File: src/rtl/divisor_arbiter_if.sv
// Requester and divider signal bundle for divisor_arbiter.
// slave is the arbiter's view; master is the view of whoever drives the
// requests and hosts the divider.
interface divisor_arbiter_if #(
  parameter int unsigned SIZE = 32,
  parameter int unsigned NREQ = 4
) ();

  // requester side
  logic [NREQ-1:0]      Req;
  logic [NREQ*SIZE-1:0] Num_i;
  logic [NREQ*SIZE-1:0] Den_i;
  logic [NREQ-1:0]      Ack;
  logic [SIZE-1:0]      Coc_o;
  logic [SIZE-1:0]      Res_o;
  logic                 DivZero;
  logic                 Err;
  logic                 Busy;

  // shared divider side
  logic                 Div_Start;
  logic [SIZE-1:0]      Div_Num;
  logic [SIZE-1:0]      Div_Den;
  logic [SIZE-1:0]      Div_Coc;
  logic [SIZE-1:0]      Div_Res;
  logic                 Div_Done;

  modport slave (
    input  Req, Num_i, Den_i, Div_Coc, Div_Res, Div_Done,
    output Ack, Coc_o, Res_o, DivZero, Err, Busy, Div_Start, Div_Num, Div_Den
  );

  modport master (
    output Req, Num_i, Den_i, Div_Coc, Div_Res, Div_Done,
    input  Ack, Coc_o, Res_o, DivZero, Err, Busy, Div_Start, Div_Num, Div_Den
  );

endinterface

File: src/rtl/divisor_arbiter.sv
// Round-robin arbiter sharing one Start/Done divider among NREQ requesters.
// Zero denominators are answered locally; a watchdog aborts a divider that
// never reports Done. Every output comes straight from a flop.
module divisor_arbiter #(
  parameter int unsigned SIZE    = 32,
  parameter int unsigned NREQ    = 4,
  parameter int unsigned TIMEOUT = 64
) (
  input logic              CLK,
  input logic              RST,
  divisor_arbiter_if.slave bus
);

  localparam int unsigned PW = (NREQ > 1) ? $clog2(NREQ) : 1;
  localparam int unsigned CW = $clog2(TIMEOUT + 1);

  typedef enum logic [2:0] {
    IDLE,
    LAUNCH,
    WAIT,
    REPLY,
    ZREPLY
  } state_t;

  state_t          state_q, state_d;
  logic [PW-1:0]   ptr_q, ptr_d;
  logic [CW-1:0]   cnt_q, cnt_d;
  logic [NREQ-1:0] ack_q, ack_d;
  logic [SIZE-1:0] coc_q, coc_d;
  logic [SIZE-1:0] res_q, res_d;
  logic [SIZE-1:0] num_q, num_d;
  logic [SIZE-1:0] den_q, den_d;
  logic            divzero_q, divzero_d;
  logic            err_q, err_d;
  logic            busy_q, busy_d;
  logic            start_q, start_d;

  logic            found_c;
  logic [PW-1:0]   pick_c;
  int unsigned     idx_c;
  logic [SIZE-1:0] sel_num_c;
  logic [SIZE-1:0] sel_den_c;

  // Round-robin pick: first requester at or after ptr+1, wrapping at NREQ.
  always_comb begin
    found_c = 1'b0;
    pick_c  = ptr_q;
    idx_c   = 0;
    for (int unsigned i = 1; i <= NREQ; i++) begin
      idx_c = 32'(ptr_q) + i;
      if (idx_c >= NREQ) begin
        idx_c = idx_c - NREQ;
      end
      if (!found_c && bus.Req[idx_c[PW-1:0]]) begin
        found_c = 1'b1;
        pick_c  = idx_c[PW-1:0];
      end
    end
  end

  // Operands of the candidate requester.
  assign sel_num_c = bus.Num_i[32'(pick_c) * SIZE +: SIZE];
  assign sel_den_c = bus.Den_i[32'(pick_c) * SIZE +: SIZE];

  // Next state and next values of every registered output.
  always_comb begin
    state_d   = state_q;
    ptr_d     = ptr_q;
    cnt_d     = cnt_q;
    ack_d     = '0;
    coc_d     = coc_q;
    res_d     = res_q;
    num_d     = num_q;
    den_d     = den_q;
    divzero_d = 1'b0;
    err_d     = 1'b0;
    start_d   = 1'b0;

    unique case (state_q)
      IDLE: begin
        if (found_c) begin
          ptr_d = pick_c;
          num_d = sel_num_c;
          den_d = sel_den_c;
          if (sel_den_c == '0) begin
            // Division by zero never reaches the divider.
            state_d   = ZREPLY;
            ack_d     = NREQ'(1) << pick_c;
            coc_d     = '1;
            res_d     = sel_num_c;
            divzero_d = 1'b1;
          end else begin
            state_d = LAUNCH;
            start_d = 1'b1;
          end
        end
      end

      LAUNCH: begin
        state_d = WAIT;
        cnt_d   = '0;
      end

      WAIT: begin
        cnt_d = cnt_q + CW'(1);
        // Done wins over a simultaneous watchdog expiry.
        if (bus.Div_Done) begin
          state_d = REPLY;
          ack_d   = NREQ'(1) << ptr_q;
          coc_d   = bus.Div_Coc;
          res_d   = bus.Div_Res;
        end else if (cnt_q == CW'(TIMEOUT - 1)) begin
          state_d = REPLY;
          ack_d   = NREQ'(1) << ptr_q;
          coc_d   = '0;
          res_d   = '0;
          err_d   = 1'b1;
        end
      end

      REPLY, ZREPLY: begin
        state_d = IDLE;
      end

      default: begin
        state_d = IDLE;
      end
    endcase

    busy_d = (state_d != IDLE);
  end

  // State and output registers; ptr resets so requester 0 wins first.
  always_ff @(posedge CLK) begin
    if (RST) begin
      state_q   <= IDLE;
      ptr_q     <= PW'(NREQ - 1);
      cnt_q     <= '0;
      ack_q     <= '0;
      coc_q     <= '0;
      res_q     <= '0;
      num_q     <= '0;
      den_q     <= '0;
      divzero_q <= 1'b0;
      err_q     <= 1'b0;
      busy_q    <= 1'b0;
      start_q   <= 1'b0;
    end else begin
      state_q   <= state_d;
      ptr_q     <= ptr_d;
      cnt_q     <= cnt_d;
      ack_q     <= ack_d;
      coc_q     <= coc_d;
      res_q     <= res_d;
      num_q     <= num_d;
      den_q     <= den_d;
      divzero_q <= divzero_d;
      err_q     <= err_d;
      busy_q    <= busy_d;
      start_q   <= start_d;
    end
  end

  assign bus.Ack       = ack_q;
  assign bus.Coc_o     = coc_q;
  assign bus.Res_o     = res_q;
  assign bus.DivZero   = divzero_q;
  assign bus.Err       = err_q;
  assign bus.Busy      = busy_q;
  assign bus.Div_Start = start_q;
  assign bus.Div_Num   = num_q;
  assign bus.Div_Den   = den_q;

endmodule

File: src/flat_wrapper.sv
// flat-port wrapper written by rule: the top's interface ports become plain ports
module divisor_arbiter_flat 
#(
  parameter int unsigned SIZE    = 32,
  parameter int unsigned NREQ    = 4,
  parameter int unsigned TIMEOUT = 64
)
  (CLK, RST, bus_Req, bus_Num_i, bus_Den_i, bus_Div_Coc, bus_Div_Res, bus_Div_Done, bus_Ack, bus_Coc_o, bus_Res_o, bus_DivZero, bus_Err, bus_Busy, bus_Div_Start, bus_Div_Num, bus_Div_Den);
  divisor_arbiter_if #(.SIZE(SIZE), .NREQ(NREQ)) bus_i ();
  input logic CLK;
  input logic RST;
  input wire logic [$bits(bus_i.Req)-1:0] bus_Req;
  input wire logic [$bits(bus_i.Num_i)-1:0] bus_Num_i;
  input wire logic [$bits(bus_i.Den_i)-1:0] bus_Den_i;
  input wire logic [$bits(bus_i.Div_Coc)-1:0] bus_Div_Coc;
  input wire logic [$bits(bus_i.Div_Res)-1:0] bus_Div_Res;
  input wire logic [$bits(bus_i.Div_Done)-1:0] bus_Div_Done;
  output wire logic [$bits(bus_i.Ack)-1:0] bus_Ack;
  output wire logic [$bits(bus_i.Coc_o)-1:0] bus_Coc_o;
  output wire logic [$bits(bus_i.Res_o)-1:0] bus_Res_o;
  output wire logic [$bits(bus_i.DivZero)-1:0] bus_DivZero;
  output wire logic [$bits(bus_i.Err)-1:0] bus_Err;
  output wire logic [$bits(bus_i.Busy)-1:0] bus_Busy;
  output wire logic [$bits(bus_i.Div_Start)-1:0] bus_Div_Start;
  output wire logic [$bits(bus_i.Div_Num)-1:0] bus_Div_Num;
  output wire logic [$bits(bus_i.Div_Den)-1:0] bus_Div_Den;
  assign bus_i.Req = bus_Req;
  assign bus_i.Num_i = bus_Num_i;
  assign bus_i.Den_i = bus_Den_i;
  assign bus_i.Div_Coc = bus_Div_Coc;
  assign bus_i.Div_Res = bus_Div_Res;
  assign bus_i.Div_Done = bus_Div_Done;
  assign bus_Ack = bus_i.Ack;
  assign bus_Coc_o = bus_i.Coc_o;
  assign bus_Res_o = bus_i.Res_o;
  assign bus_DivZero = bus_i.DivZero;
  assign bus_Err = bus_i.Err;
  assign bus_Busy = bus_i.Busy;
  assign bus_Div_Start = bus_i.Div_Start;
  assign bus_Div_Num = bus_i.Div_Num;
  assign bus_Div_Den = bus_i.Div_Den;
  divisor_arbiter #(.SIZE(SIZE), .NREQ(NREQ), .TIMEOUT(TIMEOUT)) u_core (.CLK(CLK), .RST(RST), .bus(bus_i));
endmodule
File: config.mk
export PLATFORM = sky130hd
export DESIGN_NAME = divisor_arbiter_flat
export DESIGN_NICKNAME = d
export VERILOG_FILES = /design/src/rtl/divisor_arbiter_if.sv /design/src/rtl/divisor_arbiter.sv /design/src/flat_wrapper.sv
export SDC_FILE = /design/constraint.sdc
export NUM_CORES = 1
export LEC_CHECK = 0
export BUFFER_PORTS_ARGS = -buffer_cell sky130_fd_sc_hd__buf_2
export CAP_MARGIN = 20
export CORE_AREA = 2 2 180 182
export CTS_BUF_LIST = sky130_fd_sc_hd__clkbuf_4
export DETAILED_ROUTE_END_ITERATION = 6
export DIE_AREA = 0 0 182 184
export MAX_ROUTING_LAYER = met4
export PLACE_DENSITY_LB_ADDON = 0.1
export SETUP_SLACK_MARGIN = 0.5
export SYNTH_ARGS = -nofsm -noshare
export SYNTH_HDL_FRONTEND = slang
export SYNTH_SLANG_ARGS = --single-unit
File: constraint.sdc
create_clock -name CLK -period 8 [get_ports CLK]
set_clock_uncertainty 0.2 [all_clocks]
set_input_delay 0.8 -clock CLK [delete_from_list [all_inputs] [get_ports CLK]]
set_output_delay 0.8 -clock CLK [all_outputs]
set_load 0.02 [all_outputs]
==> Yosys cells after proc, flatten, opt, wreduce, memory -nomap -nowiden <==
Index checks and enable logic that the tools add are counted.
{ "totals": {"ram_bits": 0, "latch_bits": 0, "out_inout_bits": 136, "wordCells": 100, "ff_bits": 148, "in_bits": 327, "n_memories": 0, "romBits": 0} }
{ "op_classes": {"add_sub_neg": 9, "div": 0, "reduce_logical": 15, "bitwise": 3, "n_lt_le_gt_ge": 8, "eq_ne": 6, "n_mux": 43, "n_mul": 0, "n_shift": 4} }
{ "ops": {"columns": ["cell", "count"], "rows": [
  ["128-bit by 8-bit indexed part select with 32-bit output", 2],
  ["32-bit two-way mux", 7],
  ["32-bit case mux with 2 select lines", 2],
  ["32-bit zero test", 1],
  ["2-bit two-way mux", 8],
  ["4-bit two-way mux", 4],
  ["7-bit case mux with 2 select lines", 1],
  ["2-bit by 3-bit less-than comparator with 1-bit output (second input constant)", 4],
  ["3-bit two-way mux", 4],
  ["1-bit two-way mux", 11],
  ["3-bit >= comparator (second input constant)", 3],
  ["3-bit case mux with 3 select lines", 1],
  ["1-bit binary-select mux with 2-bit select", 4],
  ["4-bit case mux with 2 select lines", 1],
  ["1-bit by 2-bit << shifter with 4-bit output (first input constant)", 2],
  ["2-bit by 1-bit subtractor with 2-bit output (second input constant)", 4],
  ["7-bit by 1-bit adder with 7-bit output (second input constant)", 1],
  ["7-bit by 6-bit == test with 1-bit output (second input constant)", 1],
  ["2-bit by 2-bit adder with 3-bit output (second input constant)", 2],
  ["3-bit OR reduction", 2],
  ["2-bit by 3-bit adder with 4-bit output (second input constant)", 1],
  ["4-bit by 3-bit >= comparator with 1-bit output (second input constant)", 1],
  ["2-bit by 1-bit inequality test with 1-bit output (second input constant)", 2],
  ["4-bit AND reduction", 1],
  ["11 further kinds", 18]
]} }

==> Logic depth before layout (Yosys ltp) <==
{ "logic_depth": {"depth_word": 21, "depth_mapped": 15, "mapped_depth_nobuf": 10} }

==> Worst setup path before layout <==
Ideal clock, no wire load.
{ "synth_path": {"kind": "reg2reg", "start": "reg u_core.ptr_q[0]", "end": "reg u_core.ack_q[1], in the netlist u_core.bus.Ack[1]", "t_required_ps": 7730, "arrival_ps": 2847, "path_stages_with_launch": 15, "synth_period_minus_slack_ps": 3117, "setup_time_ps": 70, "slack_ps": 4883, "n_path_buf": 4, "cell_sequence": "dfxtp_1 buf_2 inv_1 ha_1 buf_2 mux2i_1 a211o_1 o21a_2 buf_2 a31oi_1 a32oi_2 nand4_1 buf_4 or3_1 a21oi_1"} }
{ "synth_via": {"elab_chain_cells": 20, "word_cells_on_any_way": 47, "classes_between": "8 x add/sub; 4 x order compare; 3 x shift; 25 x mux; 7 x reduce/logical"} }
{ "synth_rtl": {"columns": ["element", "line", "text"], "rows": [
  ["from (decl)", "divisor_arbiter.sv:26", "logic [PW-1:0] ptr_q, ptr_d;"],
  ["from (signal assigned)", "divisor_arbiter.sv:137", "ptr_q <= PW'(NREQ - 1);"],
  ["from (signal assigned)", "divisor_arbiter.sv:150", "ptr_q <= ptr_d;"],
  ["2-bit by 1-bit adder with 3-bit output", "divisor_arbiter.sv:50", "idx_c = 32'(ptr_q) + i;"],
  ["3-bit >= comparator or 2-bit by 1-bit subtractor with 2-bit output (tied branches)", "divisor_arbiter.sv:51, divisor_arbiter.sv:52", null],
  ["2-bit two-way mux", "divisor_arbiter.sv:51", "if (idx_c >= NREQ) begin"],
  ["1-bit binary-select mux with 2-bit select", "divisor_arbiter.sv:54", "if (!found_c && bus.Req[idx_c[PW-1:0]]) begin"],
  ["1-bit two-way mux (not written as such)", "divisor_arbiter.sv:54", null],
  ["1-bit two-way mux", "divisor_arbiter.sv:54", null],
  ["1-bit zero test", "divisor_arbiter.sv:54", null],
  ["1-bit logical AND", "divisor_arbiter.sv:54", null],
  ["[4 not listed]", null, null],
  ["1-bit zero test", "divisor_arbiter.sv:54", null],
  ["1-bit logical AND", "divisor_arbiter.sv:54", null],
  ["2-bit two-way mux", "divisor_arbiter.sv:54", null],
  ["128-bit by 8-bit indexed part select with 32-bit output", "divisor_arbiter.sv:63", "assign sel_den_c = bus.Den_i[32'(pick_c) * SIZE +: SIZE];"],
  ["32-bit zero test", "divisor_arbiter.sv:85", "if (sel_den_c == '0) begin"],
  ["4-bit two-way mux", "divisor_arbiter.sv:85", null],
  ["4-bit two-way mux", "divisor_arbiter.sv:81", "if (found_c) begin"],
  ["4-bit case mux with 2 select lines *", "divisor_arbiter.sv:79", "unique case (state_q)"],
  ["to (signal assigned)", "divisor_arbiter.sv:152", "ack_q <= ack_d;"],
  ["to (decl)", "divisor_arbiter.sv:28", "logic [NREQ-1:0] ack_q, ack_d;"]
]} }
Every way passes the cells marked *; elsewhere a longest branch is shown, timed or not. The select of a mux whose other input is x is not followed.
A chain may end at the register's enable or synchronous reset.

==> Worst setup path in the final report <==
{ "layout_path": {"start": "reg u_core.ptr_q[0]", "end": "reg u_core.coc_q[21], in the netlist u_core.bus.Coc_o[21]"} }
{ "layout_via": {"elab_chain_cells": 19, "word_cells_on_any_way": 43, "classes_between": "8 x add/sub; 4 x order compare; 2 x eq/ne; 1 x shift; 20 x mux; 8 x reduce/logical"} }
{ "layout_rtl": {"columns": ["element", "line", "text"], "rows": [
  ["2-bit by 1-bit adder with 3-bit output", "divisor_arbiter.sv:50", null],
  ["3-bit >= comparator or 2-bit by 1-bit subtractor with 2-bit output (tied branches)", "divisor_arbiter.sv:51, divisor_arbiter.sv:52", null],
  ["2-bit two-way mux", "divisor_arbiter.sv:51", null],
  ["1-bit binary-select mux with 2-bit select", "divisor_arbiter.sv:54", null],
  ["1-bit two-way mux (not written as such)", "divisor_arbiter.sv:54", null],
  ["1-bit two-way mux", "divisor_arbiter.sv:54", null],
  ["1-bit zero test", "divisor_arbiter.sv:54", null],
  ["1-bit logical AND", "divisor_arbiter.sv:54", null],
  ["[3 not listed]", null, null],
  ["1-bit two-way mux", "divisor_arbiter.sv:54", null],
  ["1-bit zero test", "divisor_arbiter.sv:54", null],
  ["1-bit logical AND", "divisor_arbiter.sv:54", null],
  ["2-bit two-way mux", "divisor_arbiter.sv:54", null],
  ["128-bit by 8-bit indexed part select with 32-bit output", "divisor_arbiter.sv:63", null],
  ["32-bit zero test", "divisor_arbiter.sv:85", null],
  ["2-bit by 1-bit inequality test with 1-bit output (no line)", null, null],
  ["4-bit AND reduction (no line) *", null, null],
  ["to (signal assigned)", "divisor_arbiter.sv:153", "coc_q <= coc_d;"],
  ["to (decl)", "divisor_arbiter.sv:29", "logic [SIZE-1:0] coc_q, coc_d;"]
]} }
Marks and branches as above.

==> flow_metrics.py <==
metrics = {
    "status": {
        "status": "finished, final reports clean",
    },
    "routing": {
        "dr.pass1.iters": 5,
        "ant_nets": 0,
        "wirelength_um": 39980,
        "drt-vias-per-instance": 5.114,
        "drc": 0,
        "post_drt_wl_per_cell_um": 19.99,
        "vias": 10228,
        "drtIter0Drc": 558,
    },
    "cts": {
        "cts_buffers": 17,
        "cts_tree": "done",
        "cts-htree-levels": 4,
        "clockBufferDepth": 2,
        "post-cts-setup-buffers": 0,
        "clkLatencyLatePin_ns": 0.55,
        "ctsHoldBuffers": 0,
        "ctsResizeCount": 0,
        "cts_num_sinks": 148,
        "path_clk_slew_ns": 0.15,
        "cts_root_buf": "clkbuf_4",
    },
    "synth": {
        "avgSynthCellArea_um2": 7.224,
        "synth_edf_count": 0,
        "post-synth-top-area-fraction_pct": 34.44,
        "syn_inst": 1191,
        "yosys.area.top_type": "dfxtp_1",
        "ys_top_cells_by_area": "dfxtp_1, a21oi_1, nand2_1",
        "synthArstFlopShare_pct": 0,
        "yosysUniqueCellTypes": 51,
        "synthesis.nets": 1523,
        "syn_area_mm2": 0.008603,
        "synth_ff_type": "dfxtp_1",
        "ys_seq_elements": 148,
        "synth-warning-count": 0,
        "synth_seq_area_share_pct": 34.44,
    },
    "sta": {
        "setup_viol": 0,
        "relSlewSlack_pct": 29.00,
        "finalHoldViolCount": 0,
        "fin_crit_sh_pct": 68.99,
        "worstMarginPinSlew_ns": 1.065,
        "fin_crit_ns": 5.519,
        "maxSlewViolCount": 0,
        "fin_setup_tns_ns": 0,
        "fmax_mhz": 181.2,
        "rsz0062_at_grt": "no",
    },
    "worst_setup_path": {
        "path_class": "register to register",
        "crit_required_ns": 8.29,
        "worstPathMaxFanout": 95,
        "critPathLaunchType": "register",
        "rrSetupSlack_ns": 2.48,
        "reg2reg_depth": 12,
        "endpoint_kind": "register",
        "r2r-start": "u_core.ptr_q[0]$_SDFFE_PP1P_",
        "r2r-end": "u_core.bus.Coc_o[21]$_SDFFE_PP0P_",
        "crit_arrival_ns": 5.81,
    },
    "hold_path": {
        "min_to": "u_core.bus.Div_Num[23]$_SDFFE_PP0P_",
        "whs_path_depth": 2,
        "min_from": "u_core.bus.Div_Num[23]$_SDFFE_PP0P_",
        "hp-class": "register to register",
    },
    "pwr": {
        "ir_worst_vdd_mv": 0.1469,
        "powerDensity_mw_per_mm2": 379.6,
        "leakagePower_nw": 5.172,
    },
    "grt": {
        "grt.overflow.total": 0,
        "antenna_found_initial": 11,
        "track_usage_pct": 23.80,
        "grt_max_degree": 100,
        "grt_pass1_vias": 9921,
        "grt_pass1_wl_um": 59470,
    },
    "floorplanning": {
        "die-height_um": 184,
        "die_w_um": 182,
        "rows": 65,
        "core_area_mm2": 0.03139,
        "start_util_pct": 27.41,
        "dieArea_mm2": 0.03349,
        "ios": 463,
    },
    "final_layout": {
        "final_cell_mix": "buf_2, nand2_1, a21oi_1",
        "drive_above_1_share_pct": 35.06,
        "syn_to_final_growth_pct": 33.07,
        "final_common_cell": "buf_2",
        "nets": 1906,
        "regArea_mm2": 0.002963,
        "final_util_pct": 36.47,
        "fillers": 3485,
        "multi_input_comb_area_mm2": 0.005182,
    },
    "run": {
        "drv_cap": 0,
    },
    "placed_design": {
        "dp_hpwl_um": 29730,
        "gp_congestion": 0.8875,
        "numPortBuffers": 462,
    },
}
cells in the mapped netlist, drive strengths merged (2+ instances only):
library cell	count
nor3	14
o211ai	32
nor4	23
a31oi	2
clkbuf	71
o21a	2
a22o	2
buf	40
mux2	35
a22oi	15
a311oi	10
mux2i	35
a41oi	2
nand3	135
a32oi	2
a21o	35
o2bb2ai	7
and3	3
dfxtp	148
nor2	29
inv	14
o21ai	45
nor3b	2
a211o	2
a21oi	204
ha	5
nand2	248
or3	6
nand4	10
cell families (layout without fill, tap and decap cells):
group / Yosys count / in the layout / synth area share (%)
flip-flops: 148 / 148 / 34.44
AND/OR/NAND/NOR: 474 / 474 / 24.46
multiplexers: 70 / 70 / 8.697
buffers and inverters: 125 / 520 / 5.977
adder cells (fa/ha/maj): 5 / 5 / 0.7272
XOR/XNOR: 1 / 1 / 0.1018
other: 0 / 12 / 0
AO/OA/AOI/OAI: 368 / 368 / 25.60
registers in the layout (all words and copies together) (netlist names):
register / count
u_core.bus.Err: 1
u_core.bus.Div_Num: 32
u_core.cnt_q: 7
u_core.bus.Div_Start: 1
u_core.bus.Res_o: 32
u_core.ptr_q: 2
u_core.bus.DivZero: 1
u_core.bus.Ack: 4
u_core.state_q: 3
u_core.bus.Coc_o: 32
u_core.bus.Busy: 1
u_core.bus.Div_Den: 32
how the worst max path moves through the flow:
stage | from | end | slack, ns | cells past startpoint
after global routing | u_core.ptr_q[0]$_SDFFE_PP1P_ | u_core.bus.Coc_o[21]$_SDFFE_PP0P_ | 2.06 | 12
after detailed placement | u_core.ptr_q[0]$_SDFFE_PP1P_ | u_core.bus.Coc_o[21]$_SDFFE_PP0P_ | 2.48 | 12
final | u_core.ptr_q[0]$_SDFFE_PP1P_ | u_core.bus.Coc_o[21]$_SDFFE_PP0P_ | 2.48 | 12
after global placement | u_core.ptr_q[0]$_SDFFE_PP1P_ | u_core.bus.Coc_o[21]$_SDFFE_PP0P_ | 2.61 | 12
after CTS | u_core.ptr_q[0]$_SDFFE_PP1P_ | u_core.bus.Coc_o[21]$_SDFFE_PP0P_ | 2.45 | 12
after floorplan | u_core.ptr_q[0]$_SDFFE_PP1P_ | u_core.bus.Ack[1]$_SDFF_PP0_ | 4.88 | 14
report_power, final:
group | total (mW) | switching, mW | internal, mW
combinational | 2.67 | 1.77 | 0.904
sequential | 1.13 | 0.155 | 0.977
clock | 0.543 | 0.320 | 0.224
total | 4.35 | 2.24 | 2.10
layout make-up:
cell class / instances / share of cell area, %
inverters: 14 / 0.4590
well taps: 402 / 4.393
clock inverters: 13 / 1.486
clock buffers: 18 / 1.180
multi-input cells: 918 / 45.27
diodes: 12 / 0.2623
flip-flops and latches: 148 / 25.88
repair buffers: 475 / 21.07
per-stage QoR:
step	hold slack, ns	total power [mW]	area (um^2)	std cells	worst slack [ns]
6_report	0.2575	4.346	11450	2000	2.481
5_1_grt	0.2173	4.679	11450	1999	2.062
4_1_cts	0.1971	4.388	11420	1988	2.454
3_5_place_dp	0.2405	3.837	11110	1957	2.478
3_3_place_gp	0.2360	3.835	11110	1957	2.613
2_1_floorplan	0.2631	2.967	8603	1191	4.883
worst max-delay path, stage by stage, from the launching register on:
cell	delay (ns)
dfxtp_1	0.62
inv_1	0.23
ha_1	0.50
mux2i_1	0.26
a21oi_2	0.10
o21ai_4	0.74
buf_4	0.71
nor2_1	0.11
o32a_1	0.35
nand4_1	0.12
buf_4	0.76
nor3b_4	0.47
o2bb2ai_1	0.16
routing by layer:
layer / share of wire [%] / GRT usage (%) / up-vias / wire [um]
met5: 0 / - / - / 0
met4: 2.3 / 7.032 / 0 / 903
met3: 5.2 / 3.823 / 45 / 2088
met2: 49 / 39.86 / 353 / 19610
met1: 43 / 29.59 / 4799 / 17370
li1: - / - / 5031 / -
No activity file was read; power rests on OpenSTA's default activity.
